[config.mk]
export PLATFORM = sky130hd
export DESIGN_NAME = q_max_scan
export DESIGN_NICKNAME = d
export VERILOG_FILES = /design/src/rtl/q_pkg.sv /design/src/rtl/q_cmp_sel.sv /design/src/rtl/q_max_scan.sv
export SDC_FILE = /design/constraint.sdc
export NUM_CORES = 1
export LEC_CHECK = 0
export BUFFER_PORTS_ARGS = -buffer_cell sky130_fd_sc_hd__buf_2
export CORE_ASPECT_RATIO = 1.1
export CORE_UTILIZATION = 48
export DETAILED_ROUTE_END_ITERATION = 10
export MAX_ROUTING_LAYER = met4
export PLACE_DENSITY = 0.8
export SLEW_MARGIN = 10
export SYNTH_ARGS = -nofsm -noshare
export SYNTH_HDL_FRONTEND = slang
export SYNTH_HIERARCHICAL = 1
export SYNTH_SLANG_ARGS = --single-unit
[constraint.sdc]
create_clock -name clk -period 4.7 [get_ports clk]
set_input_delay 0.705 -clock clk [delete_from_list [all_inputs] [get_ports clk]]
set_output_delay 0.705 -clock clk [all_outputs]
set_load 0.01 [all_outputs]
[src/rtl/q_pkg.sv]
// Shared definitions for the Q-learning datapath: widths, scan FSM states, constants.
package q_pkg;

    localparam int Q_W   = 16;
    localparam int N_ACT = 9;
    localparam int ACT_W = 4;

    typedef enum logic [1:0] {
        IDLE,
        ISSUE,
        DRAIN,
        DONE
    } scan_state_t;

    localparam logic signed [Q_W-1:0] Q_ZERO   = '0;
    localparam logic [ACT_W-1:0]      ACT_ZERO = '0;
    localparam logic [ACT_W-1:0]      LAST_ACT = ACT_W'(N_ACT - 1);

endpackage

[src/rtl/q_cmp_sel.sv]
// Combinational signed compare-select with first-valid override.
// The first legal candidate always wins so the accumulator is never seeded with zero.
module q_cmp_sel
    import q_pkg::*;
(
    input  logic signed [Q_W-1:0]   acc,
    input  logic        [ACT_W-1:0] acc_act,
    input  logic signed [Q_W-1:0]   cand,
    input  logic        [ACT_W-1:0] cand_act,
    input  logic                    cand_legal,
    input  logic                    seen,
    output logic signed [Q_W-1:0]   acc_nxt,
    output logic        [ACT_W-1:0] act_nxt,
    output logic                    seen_nxt
);

    logic take;

    // Strict greater-than keeps the lowest index on ties.
    always_comb begin
        take     = cand_legal && (!seen || (cand > acc));
        acc_nxt  = acc;
        act_nxt  = acc_act;
        seen_nxt = seen | cand_legal;
        if (take) begin
            acc_nxt = cand;
            act_nxt = cand_act;
        end
    end

endmodule

[src/rtl/q_max_scan.sv]
// Sequential max-search over the nine Q-values of a state, legal actions only.
// Fixed 11-cycle latency from start to done; all nine entries are always read.
module q_max_scan
    import q_pkg::*;
(
    input  logic                    clk,
    input  logic                    rst,
    input  logic                    start,
    input  logic [N_ACT-1:0]        legal_mask,
    output logic                    rd_en,
    output logic [ACT_W-1:0]        rd_addr,
    input  logic signed [Q_W-1:0]   rd_data,
    output logic                    busy,
    output logic                    done,
    output logic signed [Q_W-1:0]   max_q,
    output logic [ACT_W-1:0]        best_act,
    output logic                    none_legal
);

    scan_state_t              state_q, state_d;
    logic [ACT_W-1:0]         cnt_q, cnt_d;
    logic [N_ACT-1:0]         mask_q, mask_d;
    logic                     seen_q, seen_d;
    logic                     vld_p1_q, vld_p1_d;
    logic [ACT_W-1:0]         act_p1_q, act_p1_d;
    logic signed [Q_W-1:0]    acc_q, acc_d;
    logic [ACT_W-1:0]         acc_act_q, acc_act_d;
    logic signed [Q_W-1:0]    max_out_q, max_out_d;
    logic [ACT_W-1:0]         best_out_q, best_out_d;
    logic                     none_out_q, none_out_d;

    logic signed [Q_W-1:0]    cmp_acc;
    logic [ACT_W-1:0]         cmp_act;
    logic                     cmp_seen;
    logic                     cand_legal;

    assign cand_legal = vld_p1_q && mask_q[act_p1_q];

    q_cmp_sel u_cmp_sel (
        .acc        (acc_q),
        .acc_act    (acc_act_q),
        .cand       (rd_data),
        .cand_act   (act_p1_q),
        .cand_legal (cand_legal),
        .seen       (seen_q),
        .acc_nxt    (cmp_acc),
        .act_nxt    (cmp_act),
        .seen_nxt   (cmp_seen)
    );

    // Next-state, read sequencing, accumulator update and result capture.
    always_comb begin
        state_d    = state_q;
        cnt_d      = cnt_q;
        mask_d     = mask_q;
        seen_d     = seen_q;
        acc_d      = acc_q;
        acc_act_d  = acc_act_q;
        max_out_d  = max_out_q;
        best_out_d = best_out_q;
        none_out_d = none_out_q;
        // Returning data belongs to the address issued one cycle earlier.
        vld_p1_d   = (state_q == ISSUE);
        act_p1_d   = cnt_q;

        if (vld_p1_q) begin
            acc_d     = cmp_acc;
            acc_act_d = cmp_act;
            seen_d    = cmp_seen;
        end

        case (state_q)
            IDLE: begin
                if (start) begin
                    state_d   = ISSUE;
                    mask_d    = legal_mask;
                    cnt_d     = ACT_ZERO;
                    seen_d    = 1'b0;
                    acc_d     = Q_ZERO;
                    acc_act_d = ACT_ZERO;
                end
            end
            ISSUE: begin
                cnt_d = cnt_q + 1'b1;
                if (cnt_q == LAST_ACT) begin
                    cnt_d   = ACT_ZERO;
                    state_d = DRAIN;
                end
            end
            DRAIN: begin
                // Last read lands this cycle; publish results on entry to DONE.
                state_d    = DONE;
                max_out_d  = cmp_seen ? cmp_acc : Q_ZERO;
                best_out_d = cmp_seen ? cmp_act : ACT_ZERO;
                none_out_d = !cmp_seen;
            end
            DONE: begin
                state_d = IDLE;
            end
            default: begin
                state_d = IDLE;
            end
        endcase
    end

    // Control state and visible results; reset aborts any scan in progress.
    always_ff @(posedge clk or posedge rst) begin
        if (rst) begin
            state_q    <= IDLE;
            cnt_q      <= ACT_ZERO;
            mask_q     <= '0;
            seen_q     <= 1'b0;
            vld_p1_q   <= 1'b0;
            act_p1_q   <= ACT_ZERO;
            max_out_q  <= Q_ZERO;
            best_out_q <= ACT_ZERO;
            none_out_q <= 1'b0;
        end else begin
            state_q    <= state_d;
            cnt_q      <= cnt_d;
            mask_q     <= mask_d;
            seen_q     <= seen_d;
            vld_p1_q   <= vld_p1_d;
            act_p1_q   <= act_p1_d;
            max_out_q  <= max_out_d;
            best_out_q <= best_out_d;
            none_out_q <= none_out_d;
        end
    end

    // Running maximum; cleared on every accepted start, so no reset needed.
    always_ff @(posedge clk) begin
        acc_q     <= acc_d;
        acc_act_q <= acc_act_d;
    end

    assign rd_en      = (state_q == ISSUE);
    assign rd_addr    = cnt_q;
    assign busy       = (state_q != IDLE);
    assign done       = (state_q == DONE);
    assign max_q      = max_out_q;
    assign best_act   = best_out_q;
    assign none_legal = none_out_q;

endmodule

==> flow_summary.json <==
{
  "yosysTopAreaCell": "dfrtp_1",
  "drc_errors": 0,
  "clockBufferDepth": 2,
  "fin_skew_ps": 9.49,
  "wl_um": 6380,
  "cts_resized": 0,
  "setup_viol": 0,
  "dr.pass1.iters": 5,
  "nNetsFinal": 423,
  "critPathLaunchType": "flop",
  "layout_commonest_cell": "buf_2",
  "io_buffers": 55,
  "drive_above_1_share_pct": 28.3,
  "netlist_instances": 318,
  "p_leak_uw": 0.00184,
  "arrival_ps": 3180,
  "setup.worst_path.class": "flop to flop",
  "grt_util_met1_pct": 23.0,
  "diodes": 0,
  "hold_viol_final": 0,
  "slew_violations": 0,
  "wl_per_cell_um": 13.9,
  "hold_buffers": 0,
  "rr_worst_depth": 10,
  "design.core.area_um2": 6590,
  "hold_slack_ps": 448,
  "cts.sinks": 62,
  "clkTransAtPathRegs_ps": 70,
  "dieArea_um2": 7160,
  "grt_pass1_wl_um": 10800,
  "finalPower_uw": 2640,
  "ant_nets": 0,
  "drt_iter0_markers": 100,
  "fmax_ghz": 0.338,
  "clock-root-buffer": "clkbuf_8",
  "via_per_inst": 5.20,
  "seq_area_frac_synth_pct": 44.3,
  "synth_seq_cells": 62,
  "area_growth_pct": 16.7,
  "use_met2_pct": 35.3,
  "vias": 2390,
  "grtUsageTotal_pct": 20.8,
  "cts_tree": "built",
  "h-tree-depth": 3,
  "gr-total-overflow": 0,
  "gp_congestion": 0.739,
  "clock_latency_ps": 350,
  "ioPinCount": 56,
  "cap_violations": 0,
  "met3_usage_pct": 5.57,
  "synth_top_area_share_pct": 32.1,
  "initial_core_util_pct": 49.7,
  "grt_pass1_vias": 2384,
  "synth_warnings": 6,
  "avgSynthCellArea_um2": 10.3,
  "finalCritPeriodShare_pct": 62.9,
  "tns_ps": 0,
  "die_height_um": 88.6,
  "hold_path.class": "flop to flop",
  "status": "complete, no violations",
  "synth_nets": 368,
  "final_cell_mix": "55 x buf_2, 45 x inv_1, 42 x dfrtp_1",
  "rows": 31,
  "grt_max_degree": 43,
  "cts_buffers": 9,
  "cp_max_fo": 20,
  "relSlewSlack_pct": 52.5,
  "end_kind": "flop",
  "place_hpwl_um": 4280,
  "grt.busiest_layer": "met2",
  "p_per_area_nw_per_um2": 691,
  "irDropWorstVdd_v": 0.000373,
  "holdPathStages": 0,
  "cp.required_ps": 4920,
  "rsz0062_at_grt": "false",
  "period_minus_slack_ps": 2960,
  "post_cts_buffers": 0,
  "die_x_um": 80.8,
  "yosys-top-cells-area": "dfrtp_1 32%, dfxtp_1 12%, mux2_4 9.2%",
  "syn_area_um2": 3270,
  "tightest_slew_ps": 713,
  "antenna_found_initial": 0,
  "synth_cell_types": 37
}
registers in the layout, summed over array words and instances (netlist names):
register    cells
vld_p1_q        1
max_q          16
rd_addr         4
act_p1_q        4
acc_act_q       4
best_act        4
acc_q          16
mask_q          9
seen_q          1
state_q         2
none_legal      1
layer usage:
| metal | vias up | wire, um |
|---|---|---|
| met5 | - | 0 |
| met4 | 0 | 121 |
| met3 | 13 | 242 |
| met2 | 52 | 3230 |
| met1 | 1141 | 2780 |
| li1 | 1184 | - |
Yosys cell counts, drive strengths merged:
cell and count:
nor3 4, nand4b 1, nand2 9, ha 22
mux2i 25, a21o 1, o21bai 1, o22ai 1
nor2b 2, a221o 1, nand3 22, dfrtp 42
nand2b 3, mux4 1, a31oi 1, nand4 3
and2 1, o21ai 26, o211ai 1, buf 11
a21oi 8, a2bb2oi 1, inv 46, a22o 1
nor2 25, nand3b 2, mux2 30, clkbuf 4
or2 1, o221ai 1, dfxtp 20, nor3b 1
critical path, cell delays in order (launching register included):
cell	delay (ps)
dfrtp_1	480
mux4_1	570
nand3_1	110
a21oi_2	80
nand2b_1	90
nand4b_1	100
nor3_1	160
a22o_2	650
mux2_4	360
mux2i_1	160
nor2_1	50
through the flow:
stage | area (um^2) | std cells | setup WS (ps) | util (%)
floorplan | 3270 | 318 | 2210 | -
global placement | 3590 | 444 | 1580 | 54.5
detailed placement | 3590 | 444 | 1570 | 54.5
CTS | 3820 | 460 | 1740 | 57.9
global route | 3820 | 460 | 1520 | 57.9
finish | 3820 | 460 | 1740 | 57.9
power breakdown:
group / internal, uW / switching [uW] / total [uW]
Combinational: 590 / 637 / 1230
Clock: 326 / 207 / 533
Sequential: 744 / 135 / 879
cells by family (layout without fill, tap and decap cells):
| group | count (synthesis) | after routing | share of synthesized area [%] |
|---|---|---|---|
| compound gates | 43 | 43 | 7.53 |
| fa+ha+maj | 22 | 22 | 8.41 |
| buf+inv | 61 | 121 | 7.95 |
| flops | 62 | 62 | 44.3 |
| mux | 56 | 56 | 21.1 |
| simple gates | 74 | 74 | 10.7 |
final cells by class:
cell class | count | area, um^2
clock buffer | 12 | 155
clock inverter | 4 | 70.1
fill | 585 | 2770
inverter | 46 | 173
multi-input combinational | 195 | 1560
sequential | 62 | 1450
tap | 82 | 103
timing repair buffer | 59 | 305
worst paths after layout:
kind,slack [ps],to,from
max,1740,acc_q[14]$_DFF_P_,act_p1_q[0]$_DFF_PP0_
min,450,act_p1_q[3]$_DFF_PP0_,rd_addr[3]$_DFFE_PP0P_
max reg2reg,1740,acc_q[14]$_DFF_P_,act_p1_q[0]$_DFF_PP0_
min reg2reg,450,act_p1_q[3]$_DFF_PP0_,rd_addr[3]$_DFFE_PP0P_
max in group asynchronous,3870,max_q[12]$_DFFE_PP0P_,rst
min in group asynchronous,470,best_act[2]$_DFFE_PP0P_,rst
Note: power is estimated with default switching activity, not from simulation.
